$ cat config.mk
export PLATFORM = sky130hd
export DESIGN_NAME = cdb_arbiter_flat
export DESIGN_NICKNAME = d
export VERILOG_FILES = /design/src/rtl/cdb_arbiter_pkg.sv /design/src/rtl/cdb_arbiter_if.sv /design/src/rtl/cdb_arbiter_rr_arbiter.sv /design/src/rtl/cdb_arbiter.sv /design/src/flat_wrapper.sv
export SDC_FILE = /design/constraint.sdc
export NUM_CORES = 1
export LEC_CHECK = 0
export ABC_CLOCK_PERIOD_IN_PS = 7490
export CAP_MARGIN = 10
export CORE_ASPECT_RATIO = 0.75
export CORE_MARGIN = 2
export CORE_UTILIZATION = 40
export DETAILED_ROUTE_END_ITERATION = 6
export GPL_TIMING_DRIVEN = 0
export PLACE_DENSITY = 0.87
export SLEW_MARGIN = 20
export SYNTH_ARGS = -nofsm -noshare
export SYNTH_HDL_FRONTEND = slang
export SYNTH_SLANG_ARGS = --single-unit
$ cat constraint.sdc
create_clock -name clk -period 7.49 [get_ports clk]
set_clock_uncertainty 0.2 [all_clocks]
set_input_delay 1.1235 -clock clk [delete_from_list [all_inputs] [get_ports clk]]
set_output_delay 1.1235 -clock clk [all_outputs]
set_load 0.02 [all_outputs]
$ cat src/rtl/cdb_arbiter_pkg.sv
// Shared types and constants for the common-data-bus arbiter.
// Defines package cdb_pkg, which is imported by the interface, the arbiter and the bench.
package cdb_pkg;

    localparam int RS_ID_WIDTH    = 5;
    localparam int GPR_ADDR_WIDTH = 5;
    localparam int DATA_WIDTH     = 32;

    typedef struct packed {
        logic [GPR_ADDR_WIDTH-1:0] addr;
        logic [DATA_WIDTH-1:0]     value;
        logic [RS_ID_WIDTH-1:0]    rs_id;
    } cdb_result_t;

    // Round-robin successor of idx; wrap_to is the first unit in the rotation.
    function automatic int next_unit(input int idx, input int num_units, input int wrap_to);
        return (idx + 1 >= num_units) ? wrap_to : idx + 1;
    endfunction

endpackage

$ cat src/rtl/cdb_arbiter_if.sv
// Result handshake from the functional units and the registered CDB broadcast.
// master = functional-unit side, slave = arbiter side.
interface cdb_arbiter_if
    import cdb_pkg::*;
#(
    parameter int NUM_UNITS   = 4,
    parameter int RS_ID_WIDTH = 5
);
    localparam int UNIT_W = $clog2(NUM_UNITS);

    logic [NUM_UNITS-1:0]      req_valid;
    logic [NUM_UNITS-1:0]      req_ready;
    logic [GPR_ADDR_WIDTH-1:0] req_addr  [NUM_UNITS];
    logic [DATA_WIDTH-1:0]     req_value [NUM_UNITS];
    logic [RS_ID_WIDTH-1:0]    req_rs_id [NUM_UNITS];

    logic                      cdb_valid;
    logic [GPR_ADDR_WIDTH-1:0] cdb_addr;
    logic [DATA_WIDTH-1:0]     cdb_value;
    logic [RS_ID_WIDTH-1:0]    cdb_rs_id;
    logic [UNIT_W-1:0]         cdb_unit;

    modport master (
        output req_valid, req_addr, req_value, req_rs_id,
        input  req_ready, cdb_valid, cdb_addr, cdb_value, cdb_rs_id, cdb_unit
    );

    modport slave (
        input  req_valid, req_addr, req_value, req_rs_id,
        output req_ready, cdb_valid, cdb_addr, cdb_value, cdb_rs_id, cdb_unit
    );

endinterface

$ cat src/rtl/cdb_arbiter_rr_arbiter.sv
// Combinational round-robin picker: scans upward from i_ptr with wrap-around,
// returning a one-hot grant and its encoded index (both zero when nothing requests).
module rr_arbiter #(
    parameter int NUM_UNITS = 4
) (
    input  logic [NUM_UNITS-1:0]         i_req,
    input  logic [$clog2(NUM_UNITS)-1:0] i_ptr,
    output logic [NUM_UNITS-1:0]         o_grant,
    output logic [$clog2(NUM_UNITS)-1:0] o_idx
);
    localparam int IDX_W = $clog2(NUM_UNITS);

    function automatic logic [IDX_W-1:0] wrap(input int j);
        return IDX_W'((j >= NUM_UNITS) ? j - NUM_UNITS : j);
    endfunction

    always_comb begin
        // NOTE: every output gets a default before any conditional assignment,
        // so no path leaves a value unassigned and no latch is inferred.
        o_grant = '0;
        o_idx   = '0;
        // Scan farthest-first so the nearest requester is the last one written.
        for (int off = NUM_UNITS - 1; off >= 0; off--) begin
            if (i_req[wrap(int'(i_ptr) + off)]) begin
                o_grant                             = '0;
                o_grant[wrap(int'(i_ptr) + off)]    = 1'b1;
                o_idx                               = wrap(int'(i_ptr) + off);
            end
        end
    end

endmodule

$ cat src/rtl/cdb_arbiter.sv
// CDB arbiter: grants one functional-unit result per cycle and registers it onto the bus.
// Define CDB_FIXED_PRIO_EN to give unit 0 absolute priority over a 1..N-1 rotation.
module cdb_arbiter #(
    parameter int NUM_UNITS   = 4,
    parameter int RS_ID_WIDTH = 5
) (
    input  logic           clk,
    input  logic           rst,
    input  logic           i_flush,
    cdb_arbiter_if.slave   io_bus
);
    import cdb_pkg::*;

    localparam int UNIT_W = $clog2(NUM_UNITS);

    logic [NUM_UNITS-1:0] w_req;
    logic [NUM_UNITS-1:0] w_rr_req;
    logic [NUM_UNITS-1:0] w_rr_grant;
    logic [NUM_UNITS-1:0] w_grant;
    logic [UNIT_W-1:0]    w_rr_idx;
    logic [UNIT_W-1:0]    w_idx;
    logic                 w_any;
    cdb_result_t          w_sel;

    logic [UNIT_W-1:0]    r_rr_ptr;
    logic                 r_cdb_valid;
    logic [UNIT_W-1:0]    r_cdb_unit;
    cdb_result_t          r_cdb;

    // Reset and flush both suppress every handshake in the current cycle.
    assign w_req = (rst || i_flush) ? '0 : io_bus.req_valid;

`ifdef CDB_FIXED_PRIO_EN
    assign w_rr_req = w_req & ~NUM_UNITS'(1);
`else
    assign w_rr_req = w_req;
`endif

    rr_arbiter #(.NUM_UNITS(NUM_UNITS)) u_rr (
        .i_req   (w_rr_req),
        .i_ptr   (r_rr_ptr),
        .o_grant (w_rr_grant),
        .o_idx   (w_rr_idx)
    );

    always_comb begin
        w_grant = w_rr_grant;
        w_idx   = w_rr_idx;
`ifdef CDB_FIXED_PRIO_EN
        if (w_req[0]) begin
            w_grant = NUM_UNITS'(1);
            w_idx   = '0;
        end
`endif
    end

    assign w_any = |w_grant;

    always_comb begin
        w_sel.addr  = io_bus.req_addr[w_idx];
        w_sel.value = io_bus.req_value[w_idx];
        w_sel.rs_id = io_bus.req_rs_id[w_idx];
    end

    always_ff @(posedge clk) begin
        // NOTE: state registers use non-blocking assignments so every flop
        // samples pre-edge values, independent of statement order.
        if (rst) begin
            r_rr_ptr    <= '0;
            r_cdb_valid <= 1'b0;
            r_cdb_unit  <= '0;
            r_cdb       <= '0;
        end else begin
            r_cdb_valid <= w_any;
            if (w_any) begin
                r_cdb      <= w_sel;
                r_cdb_unit <= w_idx;
`ifdef CDB_FIXED_PRIO_EN
                if (w_idx != '0)
                    r_rr_ptr <= UNIT_W'(next_unit(int'(w_idx), NUM_UNITS, 1));
`else
                r_rr_ptr <= UNIT_W'(next_unit(int'(w_idx), NUM_UNITS, 0));
`endif
            end
        end
    end

    assign io_bus.req_ready = w_grant;
    assign io_bus.cdb_valid = r_cdb_valid;
    assign io_bus.cdb_addr  = r_cdb.addr;
    assign io_bus.cdb_value = r_cdb.value;
    assign io_bus.cdb_rs_id = RS_ID_WIDTH'(r_cdb.rs_id);
    assign io_bus.cdb_unit  = r_cdb_unit;

endmodule

$ cat src/flat_wrapper.sv
// flat-port wrapper written by rule: the top's interface ports become plain ports
module cdb_arbiter_flat import cdb_pkg::*;
#(
    parameter int NUM_UNITS   = 4,
    parameter int RS_ID_WIDTH = 5
)
  (clk, rst, i_flush, io_bus_req_valid, io_bus_req_addr, io_bus_req_value, io_bus_req_rs_id, io_bus_req_ready, io_bus_cdb_valid, io_bus_cdb_addr, io_bus_cdb_value, io_bus_cdb_rs_id, io_bus_cdb_unit);
  cdb_arbiter_if #(.NUM_UNITS(NUM_UNITS), .RS_ID_WIDTH(RS_ID_WIDTH)) io_bus_i ();
  input  logic clk;
  input  logic rst;
  input  logic i_flush;
  input wire logic [$bits(io_bus_i.req_valid)-1:0] io_bus_req_valid;
  input wire logic [$bits(io_bus_i.req_addr)-1:0] io_bus_req_addr;
  input wire logic [$bits(io_bus_i.req_value)-1:0] io_bus_req_value;
  input wire logic [$bits(io_bus_i.req_rs_id)-1:0] io_bus_req_rs_id;
  output wire logic [$bits(io_bus_i.req_ready)-1:0] io_bus_req_ready;
  output wire logic [$bits(io_bus_i.cdb_valid)-1:0] io_bus_cdb_valid;
  output wire logic [$bits(io_bus_i.cdb_addr)-1:0] io_bus_cdb_addr;
  output wire logic [$bits(io_bus_i.cdb_value)-1:0] io_bus_cdb_value;
  output wire logic [$bits(io_bus_i.cdb_rs_id)-1:0] io_bus_cdb_rs_id;
  output wire logic [$bits(io_bus_i.cdb_unit)-1:0] io_bus_cdb_unit;
  assign io_bus_i.req_valid = io_bus_req_valid;
  assign io_bus_i.req_addr = {>>{io_bus_req_addr}};
  assign io_bus_i.req_value = {>>{io_bus_req_value}};
  assign io_bus_i.req_rs_id = {>>{io_bus_req_rs_id}};
  assign io_bus_req_ready = io_bus_i.req_ready;
  assign io_bus_cdb_valid = io_bus_i.cdb_valid;
  assign io_bus_cdb_addr = io_bus_i.cdb_addr;
  assign io_bus_cdb_value = io_bus_i.cdb_value;
  assign io_bus_cdb_rs_id = io_bus_i.cdb_rs_id;
  assign io_bus_cdb_unit = io_bus_i.cdb_unit;
  cdb_arbiter #(.NUM_UNITS(NUM_UNITS), .RS_ID_WIDTH(RS_ID_WIDTH)) u_core (.clk(clk), .rst(rst), .i_flush(i_flush), .io_bus(io_bus_i));
endmodule
---- Word-level counts from Yosys, hierarchy flattened ----
Cells that the tools add are included.
storage, ports and cells
  output and inout port bits .............. 49
  word-level logic and storage cells ...... 74
  flip-flop bits (word level) ............. 47
cells by class
  $lt $le $gt $ge ......................... 14
  reduce and logical (&&, ||, !) cells .... 6
  muxes and demuxes ....................... 39
  $add $sub $neg .......................... 8
  bitwise gates (word level) .............. 1
operator list
  kind                 number
  $bmux 32 s2          1
  $mux 32              2
  $bmux 5 s2           2
  $mux 4               5
  $mux 5               4
  $mux 2               9
  $ge 3x3->1 const B   5
  $lt 2x3->1 const B   4
  $bmux 1 s2           4
  $demux 1 s2          4
  $ge 2x1->1 const B   4
  $mux 1               8
  $sub 2x1->2 const B  4
  $add 2x1->3 const B  2
  $add 2x2->3 const B  2
  $logic_and 1x1->1    4
  $reduce_or 4->1      1
  $ge 2x3->1 const B   1
  $not 2->3            1
  $logic_or 1x1->1     1

---- Longest topological paths before layout ----
Gate-level depths: netlist of the first run.
  word-level depth ........................ 13
  mapped depth ............................ 12

---- Hierarchy ----
Synthesis of the first run repeated with hierarchy kept, for this count alone.
unflattened totals
  cells, all modules ...................... 235
  area, all modules ....................... 2,994.1 µm²
modules (own cells, without submodules)
  module       cells an instance  seq. area each (µm²)  area each (µm²)  instances
  cdb_arbiter  169                940.9                 2,502.4          1
  rr_arbiter   66                 0.0                   491.7            1

---- Least setup slack after synthesis of the first run ----
Ideal clock, no wire load.
  path kind ............................... input -> output
  start point ............................. in io_bus_req_valid[3]
  end point ............................... out io_bus_req_ready[3]
  buffers on the path ..................... 1
  arrival ................................. 2,646 ps
  stages .................................. 5
  data required time ...................... 6,167 ps
  slack ................................... 3,521 ps
  cell sequence ........................... buf_2 or3b_2 a2111o_1 a21boi_0 o32a_1
on the way
  longest elaborated chain between the ends .. 7
RTL lines
  what                          RTL line                      text
  start: declaration            flat_wrapper.sv:12            input wire logic [$bits(io_bus_i.req_valid)-1:0] io_bus_req_valid;
  $mux 4 *                      cdb_arbiter.sv:31             assign w_req = (rst || i_flush) ? '0 : io_bus.req_valid;
  $bmux 1 s2                    cdb_arbiter_rr_arbiter.sv:24  if (i_req[wrap(int'(i_ptr) + off)]) begin
  $mux 1 (implied by the code)  cdb_arbiter_rr_arbiter.sv:24
  $mux 4 (3 in a row)           cdb_arbiter_rr_arbiter.sv:24
  $mux 4 *                      cdb_arbiter_rr_arbiter.sv:24
  end: declaration              flat_wrapper.sv:16            output wire logic [$bits(io_bus_i.req_ready)-1:0] io_bus_req_ready;
Mark *: on every way between the ends. The rest lies on a longest branch, timed or not. The select of a mux whose other input is x is not followed.

---- Final worst setup path of the first run ----
  start point ............................. in io_bus_req_valid[2]
  end point ............................... out io_bus_req_ready[0]
The elaborated chain is that of the path after synthesis.

==> results of run 1 <==
-- worst max-delay path, stage by stage --
cell             delay, ns
clkdlybuf4s50_1       0.58
or3b_2                0.46
a2111o_1              0.44
a21boi_0              0.25
o32a_1                0.26
clkdlybuf4s50_1       0.64
-- metal layers --
metal	track usage, %	vias to the layer above
met3	7.28	4
met2	41.8	137
met5	0	-
met4	2.77	0
met1	25.9	1543
li1	-	1497
-- how the worst max path moves through the flow --
stage	start	endpoint	slack, ns	cells past startpoint
5_1_grt	u_core.r_rr_ptr[0]$_SDFFE_PP0P_	io_bus_req_ready[2]	2.35	9
4_1_cts	io_bus_req_valid[2]	io_bus_req_ready[2]	2.44	6
3_3_place_gp	io_bus_req_valid[2]	io_bus_req_ready[3]	2.46	6
3_5_place_dp	io_bus_req_valid[2]	io_bus_req_ready[2]	2.43	6
2_1_floorplan	io_bus_req_valid[3]	io_bus_req_ready[3]	3.52	5
6_report	io_bus_req_valid[2]	io_bus_req_ready[0]	2.40	6
-- sequential cells by signal (all words and copies together) (netlist names) --
name	cells
u_core.r_rr_ptr	2
u_core.io_bus.cdb_value	32
u_core.io_bus.cdb_rs_id	5
u_core.io_bus.cdb_valid	1
u_core.io_bus.cdb_addr	5
u_core.io_bus.cdb_unit	2
-- synth_stat cells, types with 2 or more instances --
cell type / number / area share (%)
buf_8: 2 / 0.85
a21oi_1: 2 / 0.28
nor2b_1: 43 / 7.6
dfxtp_1: 47 / 27
nor2_1: 3 / 0.32
mux2_2: 19 / 6.0
or3_1: 2 / 0.35
mux2i_1: 7 / 2.0
o32a_1: 4 / 1.1
ha_1: 8 / 2.8
buf_2: 5 / 0.71
clkbuf_1: 9 / 0.95
or3b_2: 3 / 0.74
a22o_1: 4 / 0.99
nand3b_1: 2 / 0.42
nand2b_1: 3 / 0.53
buf_6: 6 / 1.9
inv_1: 4 / 0.42
a2111o_1: 2 / 0.64
mux2_4: 27 / 11
buf_12: 2 / 1.1
nand2_1: 3 / 0.32
a21boi_0: 8 / 1.7
mux4_2: 42 / 27
-- layout make-up --
type | count | area, µm²
Tap cell | 108 | 135
Clock inverter | 3 | 67.6
Sequential cell | 47 | 941
Fill cell | 611 | 2430
Inverter | 4 | 15.0
Buffer | 24 | 196
Timing Repair Buffer | 222 | 2220
Multi-Input combinational cell | 195 | 2390
Clock buffer | 5 | 125
-- power breakdown --
part | internal, mW | total [mW] | switching [mW]
clock network | 0.191 | 0.287 | 0.0960
registers | 0.377 | 0.440 | 0.0632
logic | 0.805 | 1.38 | 0.573
-- cells by family after synthesis --
logic type               share of synthesized area [%]
adder cells (fa/ha/maj)                           2.82
multiplexers                                      46.9
XOR/XNOR                                         0.247
flip-flops                                        26.5
AND/OR/NAND/NOR                                   11.5
buffers and inverters                             5.97
AO/OA/AOI/OAI                                     6.04
-- per-stage QoR --
step                      worst slack [ns]  utilization (%)  std cells  hold slack, ns  instance area, µm²
after global routing                  2.35             71.5        608           0.332                6090
after CTS                             2.44             71.5        608           0.302                6090
final                                 2.40             71.5        608           0.296                6090
after floorplan                       3.52                -        270           0.350                3540
after detailed placement              2.43             69.2        600           0.291                5900
after global placement                2.46             69.2        600           0.263                5900
==> flow_summary_export.csv, run 1 <==
group,metric,value,unit
pwr,vdd_drop_max,182,µV
die,std_cell_rows,29,
flow_run,maxCapViolCount,0,
yosys,synth-main-ff-cell,"dfxtp_1",
clock_network,cts_hold_buf,0,
clock_network,cts_setup_buffers,0,
yosys,seq_area_frac_synth,26.5,%
detailed_routing,drc,0,
die,fp.dieH,85.5,µm
detailed_routing,drt_iter0_drc,145,
timing,period_needed,5.09,ns
die,core_area,8530,µm²
pwr,totalPowerFinal,2.10,mW
worst_setup_path,r2r-start,"u_core.r_rr_ptr[0]$_SDFFE_PP0P_",
timing,relSlewSlack,36.6,%
hold_path,hold_class,"flop to flop",
clock_network,clk_latency,0.28,ns
pwr,leakagePower,2.34,nW
detailed_routing,routed.top_layer,"met4",
die,die_width,113,µm
detailed_routing,wire_per_inst,18.5,µm
timing,worstMarginPinSlew,0.952,ns
die,initial_core_util,41.6,%
timing,fmax,196,MHz
global_routing,grt_overflow,0,
timing,rsz0062_at_grt,"false",
timing,finalCritPeriodShare,68.0,%
worst_setup_path,r2r-end,"u_core.io_bus.cdb_rs_id[1]$_SDFFE_PP0P_",
detailed_routing,wl_met1,4260,µm
worst_setup_path,critPathKind,"input port to output port",
detailed_routing,dr.pass1.iters,5,
timing,fin_setup_tns,0,ns
yosys,ys_ff_latch,47,
worst_setup_path,critPathArrivalTime,3.77,ns
yosys,syn_area,3540,µm²
yosys,synthDistinctLibCells,37,
timing,drv_slew,0,
pwr,p_per_area,345,nW/µm²
timing,final-setup-viol-count,0,
placed_design,gp_congestion,0.860,
detailed_routing,drt_wl_total,11200,µm
global_routing,antenna_found_initial,0,
worst_setup_path,cp-end-kind,"output port",
global_routing,grt_first_pass_wirelength,17100,µm
yosys,synth_edf_count,0,
detailed_routing,route.met3.wl,984,µm
clock_network,ctsResizeCount,0,
yosys,syn_avg_cell_area,13.1,µm²
clock_network,path_clk_slew,0.06,ns
worst_setup_path,required,6.17,ns
clock_network,cts.sink_count,47,
final_layout,layout.nets,682,
clock_network,cts_root_buf,"clkbuf_16",
global_routing,grt_max_degree,16,
global_routing,track_usage,22.4,%
die,io_pins,224,
run_status,status,"complete, no violations",
final_layout,area_growth,71.9,%
worst_setup_path,cp_max_fo,7,
hold_path,hold_depth,2,
final_layout,drive_gt1_share,23.2,%
clock_network,cts_tree,"done",
timing,timing.final.hold_violations,0,
final_layout,mostFrequentLayoutCells,"222 x clkdlybuf4s50_1, 47 x dfxtp_1, 43 x nor2b_1",
final_layout,layout_commonest_cell,"clkdlybuf4s50_1",
detailed_routing,ant_nets,0,
clock_network,clockBufferDepth,2,
clock_network,cts.htree.levels,2,
final_layout,antennaDiodeCount,0,
die,die_area,9640,µm²
clock_network,cts_buffers,5,
yosys,yosys_warnings,0,
detailed_routing,wl_met2,5940,µm
worst_setup_path,r2r_cells,11,
yosys,synthesis.nets,453,
placed_design,hpwl,9250,µm
hold_path,holdPathEnd,"u_core.io_bus.cdb_unit[0]$_SDFFE_PP0P_",
global_routing,grt_pass1_vias,3366,
placed_design,numPortBuffers,222,
detailed_routing,num_vias,3181,
worst_setup_path,start_kind,"input port",
worst_setup_path,r2r_slack,3.41,ns
yosys,netlist_instances,270,
detailed_routing,viasPerCell,5.23,
hold_path,hp-start,"u_core.io_bus.cdb_unit[0]$_SDFFE_PP0P_",
yosys,async_flop_share,0,%
(Power assumes the default switching activity.)
==> run 2, diff against run 1 <==
--- a/config.mk
+++ b/config.mk
@@ -5,14 +5,14 @@
 export SDC_FILE = /design/constraint.sdc
 export NUM_CORES = 1
 export LEC_CHECK = 0
-export ABC_CLOCK_PERIOD_IN_PS = 7490
+export ABC_CLOCK_PERIOD_IN_PS = 4700
 export CAP_MARGIN = 10
 export CORE_ASPECT_RATIO = 0.75
 export CORE_MARGIN = 2
-export CORE_UTILIZATION = 40
+export CORE_UTILIZATION = 37
 export DETAILED_ROUTE_END_ITERATION = 6
 export GPL_TIMING_DRIVEN = 0
-export PLACE_DENSITY = 0.87
+export PLACE_DENSITY = 0.81
 export SLEW_MARGIN = 20
 export SYNTH_ARGS = -nofsm -noshare
 export SYNTH_HDL_FRONTEND = slang
==> constraint.sdc (replaced) <==
create_clock -name clk -period 4.7 [get_ports clk]
set_clock_uncertainty 0.2 [all_clocks]
set_input_delay 0.705 -clock clk [delete_from_list [all_inputs] [get_ports clk]]
set_output_delay 0.705 -clock clk [all_outputs]
set_load 0.02 [all_outputs]
==> flow_summary_export.csv, run 2 (synthesized netlist as in run 1, its figures left out) <==
group,metric,value,unit
worst_setup_path,cp_max_fo,10,
clock_network,clockBufferDepth,2,
die,io_pins,224,
worst_setup_path,critPathArrivalTime,3.61,ns
worst_setup_path,cp-end-kind,"output port",
timing,timing.final.hold_violations,0,
detailed_routing,dr.pass1.iters,6,
final_layout,antennaDiodeCount,0,
clock_network,cts_buffers,5,
pwr,pwr-share-comb,66.6,%
detailed_routing,num_vias,3144,
timing,relSlewSlack,40.2,%
final_layout,layout.nets,682,
clock_network,path_clk_slew,0.06,ns
timing,drv_slew,0,
detailed_routing,drt_iter0_drc,104,
pwr,clkPwrFrac,12.3,%
final_layout,mostFrequentLayoutCells,"222 x clkdlybuf4s50_1, 46 x dfxtp_1, 43 x nor2b_1",
detailed_routing,viasPerCell,5.01,
pwr,leakagePower,2.34,nW
placed_design,pre_cts_ws,0.432,ns
timing,finalCritPeriodShare,96.0,%
flow_run,maxCapViolCount,0,
final_layout,layout_commonest_cell,"clkdlybuf4s50_1",
final_layout,final_area,6100,µm²
pwr,totalPowerFinal,3.29,mW
timing,timing.final.ws_setup,0.190,ns
pwr,vdd_drop_max,228,µV
placed_design,place_area,5930,µm²
final_layout,seqCellArea,942,µm²
worst_setup_path,required,3.80,ns
pwr,p_per_area,540,nW/µm²
pwr,pwr-share-seq,21.1,%
global_routing,grt_pass1_vias,3339,
detailed_routing,drt_wl_total,11100,µm
final_layout,drive_gt1_share,23.4,%
timing,hold_ws,0.292,ns
detailed_routing,ant_nets,0,
die,fp.dieH,88.8,µm
pwr,swShare,35.2,%
final_layout,multiInputGateArea,2390,µm²
worst_setup_path,r2r_cells,11,
die,core_area,9200,µm²
detailed_routing,wire_per_inst,17.7,µm
clock_network,cts.htree.levels,2,
timing,worstMarginPinSlew,0.896,ns
timing,fin_setup_tns,0,ns
run_status,status,"complete, no violations",
final_layout,largest_register_ffs,32,
die,initial_core_util,38.5,%
placed_design,numPortBuffers,222,
global_routing,grt_first_pass_wirelength,16500,µm
global_routing,track_usage,20.7,%
global_routing,grt_max_degree,16,
clock_network,cts_tree,"done",
placed_design,gp_congestion,0.814,
pwr,p_int,2.14,mW
clock_network,cts.sink_count,47,
global_routing,antenna_found_initial,0,
global_routing,grt_overflow,0,
hold_path,hold_class,"flop to flop",
clock_network,cts_setup_buffers,0,
hold_path,hold_depth,2,
clock_network,cts_root_buf,"clkbuf_16",
worst_setup_path,critPathKind,"flop to output port",
placed_design,hpwl,9200,µm
detailed_routing,drc,0,
pwr,p_switching,1.16,mW
timing,fmax,222,MHz
final_layout,fillers,723,
final_layout,final_cells,628,
placed_design,place_inst,620,
clock_network,cts_hold_buf,0,
die,die_width,117,µm
final_layout,area_growth,72.0,%
clock_network,ctsResizeCount,0,
final_layout,final_util,66.3,%
clock_network,clk_latency,0.28,ns
timing,final-setup-viol-count,0,
die,std_cell_rows,30,
die,die_area,10400,µm²
worst_setup_path,start_kind,"flop",
timing,rsz0062_at_grt,"false",
timing,period_needed,4.51,ns
-- run 2: critical path, stage by stage (launching register included) --
cell,delay (ns)
dfxtp_1,0.43
buf_2,0.23
inv_1,0.13
ha_1,0.31
buf_2,0.19
or3b_2,0.48
a2111o_1,0.44
a21boi_0,0.23
o32a_1,0.25
clkdlybuf4s50_1,0.63
-- run 2: layer usage --
metal	track usage [%]	routed length, µm	vias to the layer above
li1	-	-	1497
met1	22.7	4140	1507
met3	6.85	1100	4
met2	39.3	5850	136
met5	0	0	-
met4	3.74	48	0
-- run 2: final timing paths --
path	slack (ns)	from	end
worst min-delay path	0.29	u_core.io_bus.cdb_unit[0]$_SDFFE_PP0P_	u_core.io_bus.cdb_unit[0]$_SDFFE_PP0P_
worst max register to register	0.66	u_core.r_rr_ptr[1]$_SDFFE_PP0P_	u_core.io_bus.cdb_value[29]$_SDFFE_PP0P_
worst max-delay path	0.19	u_core.r_rr_ptr[1]$_SDFFE_PP0P_	io_bus_req_ready[0]
worst min register to register	0.29	u_core.io_bus.cdb_unit[0]$_SDFFE_PP0P_	u_core.io_bus.cdb_unit[0]$_SDFFE_PP0P_
-- run 2: power groups by stage --
stage / sequential, mW / clock, mW / combinational, mW
after floorplan: 0.912 / 0 / 1.25
after global placement: 0.694 / 0 / 2.16
after detailed placement: 0.700 / 0 / 2.21
after global routing: 0.720 / 0.440 / 2.33
final: 0.696 / 0.404 / 2.19
after CTS: 0.696 / 0.418 / 2.22
-- run 2: final cells by class --
type | count | area share [%]
Multi-Input combinational cell | 195 | 39.2
Timing Repair Buffer | 222 | 36.4
Sequential cell | 47 | 15.5
Buffer | 24 | 3.22
Tap cell | 128 | 2.63
Clock buffer | 5 | 2.05
Clock inverter | 3 | 0.718
Inverter | 4 | 0.246
==> run 3, diff against run 2 <==
--- a/config.mk
+++ b/config.mk
@@ -9,11 +9,13 @@
 export CAP_MARGIN = 10
 export CORE_ASPECT_RATIO = 0.75
 export CORE_MARGIN = 2
-export CORE_UTILIZATION = 37
+export CORE_UTILIZATION = 35
 export DETAILED_ROUTE_END_ITERATION = 6
 export GPL_TIMING_DRIVEN = 0
-export PLACE_DENSITY = 0.81
+export PLACE_DENSITY = 0.83
+export SKIP_CTS_REPAIR_TIMING = 1
 export SLEW_MARGIN = 20
 export SYNTH_ARGS = -nofsm -noshare
 export SYNTH_HDL_FRONTEND = slang
+export SYNTH_HIERARCHICAL = 1
 export SYNTH_SLANG_ARGS = --single-unit
==> flow_summary_export.csv, run 3 <==
group,metric,value,unit
timing,drv_slew,0,
timing,timing.final.hold_violations,0,
die,core_area,8380,µm²
detailed_routing,wire_per_inst,19.1,µm
global_routing,grt_overflow,0,
detailed_routing,num_vias,3102,
worst_setup_path,r2r_slack,0.49,ns
pwr,vdd_drop_max,307,µV
detailed_routing,drt_iter0_drc,110,
timing,fmax,224,MHz
clock_network,path_clk_slew,0.06,ns
detailed_routing,viasPerCell,5.41,
yosys,synthDistinctLibCells,31,
die,initial_core_util,35.7,%
yosys,syn_avg_cell_area,12.7,µm²
yosys,synth_edf_count,0,
worst_setup_path,r2r-end,"u_core/io_bus.cdb_value[16]$_SDFFE_PP0P_",
yosys,synthTopCellsByCount,"47 x dfxtp_1, 45 x mux4_2, 42 x a22o_1, 19 x nor2_1",
worst_setup_path,start_kind,"flop",
yosys,synth-xor-area-share,0,%
worst_setup_path,r2r-start,"u_core/r_rr_ptr[0]$_SDFFE_PP0P_",
yosys,synth-simple-area-share,6.77,%
detailed_routing,dr.pass1.iters,4,
yosys,synth-main-ff-cell,"dfxtp_1",
worst_setup_path,critPathArrivalTime,3.56,ns
worst_setup_path,critPathKind,"flop to output port",
hold_path,hold_class,"flop to flop",
timing,relSlewSlack,58.1,%
yosys,synth_top_area_share,33.8,%
pwr,totalPowerFinal,3.28,mW
yosys,synth_compound_area_share,16.3,%
clock_network,cts.sink_count,47,
worst_setup_path,cp-end-kind,"output port",
global_routing,grt_pass1_vias,3238,
die,die_width,111,µm
final_layout,drive_gt1_share,15.3,%
clock_network,cts_buffers,5,
global_routing,antenna_found_initial,1,
yosys,synthesis.nets,419,
final_layout,fillers,631,
run_status,status,"complete, no violations",
clock_network,clockBufferDepth,2,
yosys,synth_top_family_by_area,"multiplexers",
placed_design,hpwl,9040,µm
global_routing,grt_first_pass_wirelength,16700,µm
detailed_routing,ant_nets,0,
detailed_routing,drt_wl_total,10900,µm
yosys,yosys_warnings,6,
yosys,yosysMostFrequentCell,"dfxtp_1",
yosys,yosys-top-cells-area,"mux4_2 34%, dfxtp_1 31%, a22o_1 12%, ha_1 3.8%, nor2_1 2.4%",
yosys,seq_area_frac_synth,31.4,%
final_layout,largest_register_ffs,32,
timing,finalCritPeriodShare,95.0,%
worst_setup_path,startpoint,"u_core/r_rr_ptr[0]$_SDFFE_PP0P_",
yosys,synthMuxAreaShare,36.3,%
worst_setup_path,r2r_cells,13,
timing,worstMarginPinSlew,0.629,ns
pwr,leakagePower,2.05,nW
final_layout,layout.nets,648,
yosys,syn_area,2990,µm²
yosys,ys_ff_latch,47,
final_layout,area_growth,84.1,%
global_routing,track_usage,22.8,%
die,std_cell_rows,29,
worst_setup_path,critPathCapture,"io_bus_req_ready[0]",
final_layout,mostFrequentLayoutCells,"222 x clkdlybuf4s50_1, 47 x dfxtp_1, 45 x mux4_2",
yosys,netlist_instances,235,
clock_network,cts_tree,"done",
timing,rsz0062_at_grt,"false",
clock_network,cts_root_buf,"clkbuf_16",
final_layout,layout_commonest_cell,"clkdlybuf4s50_1",
worst_setup_path,cp_max_fo,10,
pwr,p_per_area,596,nW/µm²
die,fp.dieH,84.1,µm
timing,period_needed,4.46,ns
timing,final-setup-viol-count,0,
yosys,yosysTopAreaCell,"mux4_2",
clock_network,clk_latency,0.28,ns
yosys,async_flop_share,0,%
yosys,synthAdderAreaFrac,3.76,%
clock_network,cts.htree.levels,2,
die,die_area,9320,µm²
die,io_pins,224,
worst_setup_path,required,3.80,ns
timing,fin_setup_tns,0,ns
placed_design,gp_congestion,0.827,
global_routing,grt_max_degree,14,
flow_run,maxCapViolCount,0,
placed_design,numPortBuffers,222,
detailed_routing,drc,0,
-- run 3: kinds of logic after synthesis --
logic type,count (synthesis)
AOI/OAI and AO/OA,60
muxes,52
DFF,47
and+or+nand+nor,38
buffers and inverters,29
adders and majority gates,9
-- run 3: through the flow --
stage / cell area (µm²) / hold slack, ns / utilization, % / cells / worst slack, ns
3_5_place_dp: 5350 / 0.263 / 63.8 / 565 / 0.244
5_1_grt: 5510 / 0.292 / 65.8 / 573 / 0.0439
6_report: 5510 / 0.279 / 65.8 / 573 / 0.237
4_1_cts: 5510 / 0.282 / 65.7 / 572 / 0.283
2_1_floorplan: 2990 / 0.309 / - / 235 / 0.956
3_3_place_gp: 5350 / 0.257 / 63.8 / 565 / 0.380
-- run 3: worst min path at each step --
stage | from | end | slack (ns) | cells after the start
global placement | u_core/io_bus.cdb_value[5]$_SDFFE_PP0P_ | u_core/io_bus.cdb_value[5]$_SDFFE_PP0P_ | 0.26 | 1
finish | u_core/io_bus.cdb_value[0]$_SDFFE_PP0P_ | u_core/io_bus.cdb_value[0]$_SDFFE_PP0P_ | 0.28 | 1
floorplan | u_core/r_rr_ptr[0]$_SDFFE_PP0P_ | u_core/r_rr_ptr[0]$_SDFFE_PP0P_ | 0.31 | 2
global route | u_core/io_bus.cdb_value[0]$_SDFFE_PP0P_ | u_core/io_bus.cdb_value[0]$_SDFFE_PP0P_ | 0.29 | 1
CTS | u_core/io_bus.cdb_value[0]$_SDFFE_PP0P_ | u_core/io_bus.cdb_value[0]$_SDFFE_PP0P_ | 0.28 | 1
detailed placement | u_core/io_bus.cdb_value[0]$_SDFFE_PP0P_ | u_core/io_bus.cdb_value[0]$_SDFFE_PP0P_ | 0.26 | 1
-- run 3: cell type report --
cell class,count,area [µm²],area share (%)
timing repair buffer,222,2220,40.3
multi-input combinational,159,1890,34.3
sequential,47,941,17.1
buffer,23,139,2.52
tap,108,135,2.45
clock buffer,6,129,2.34
clock inverter,1,30.0,0.545
inverter,6,22.5,0.409
antenna,1,2.50,0.0454
-- run 3: where the power goes --
group | internal [mW] | switching, mW | total (mW)
Combinational | 1.14 | 1.02 | 2.16
Sequential | 0.609 | 0.124 | 0.733
Clock | 0.248 | 0.144 | 0.392
Total | 2.00 | 1.29 | 3.28
-- run 3: routing by layer --
metal | up-vias | GRT usage [%] | share of wire [%]
li1 | 1408 | - | -
met1 | 1499 | 27.7 | 40
met2 | 171 | 39.7 | 50
met3 | 24 | 6.17 | 7.5
met4 | 0 | 7.27 | 2.6
met5 | - | 0 | 0
-- run 3: worst max-delay path: stages, from the launching register on --
cell and delay, ns:
dfxtp_1 0.47, buf_6 0.17, buf_2 0.20, inv_1 0.13
ha_1 0.29, clkbuf_1 0.28, mux4_2 0.46, nor2b_4 0.20
a221oi_1 0.10, a21oi_1 0.29, clkdlybuf4s50_1 0.68
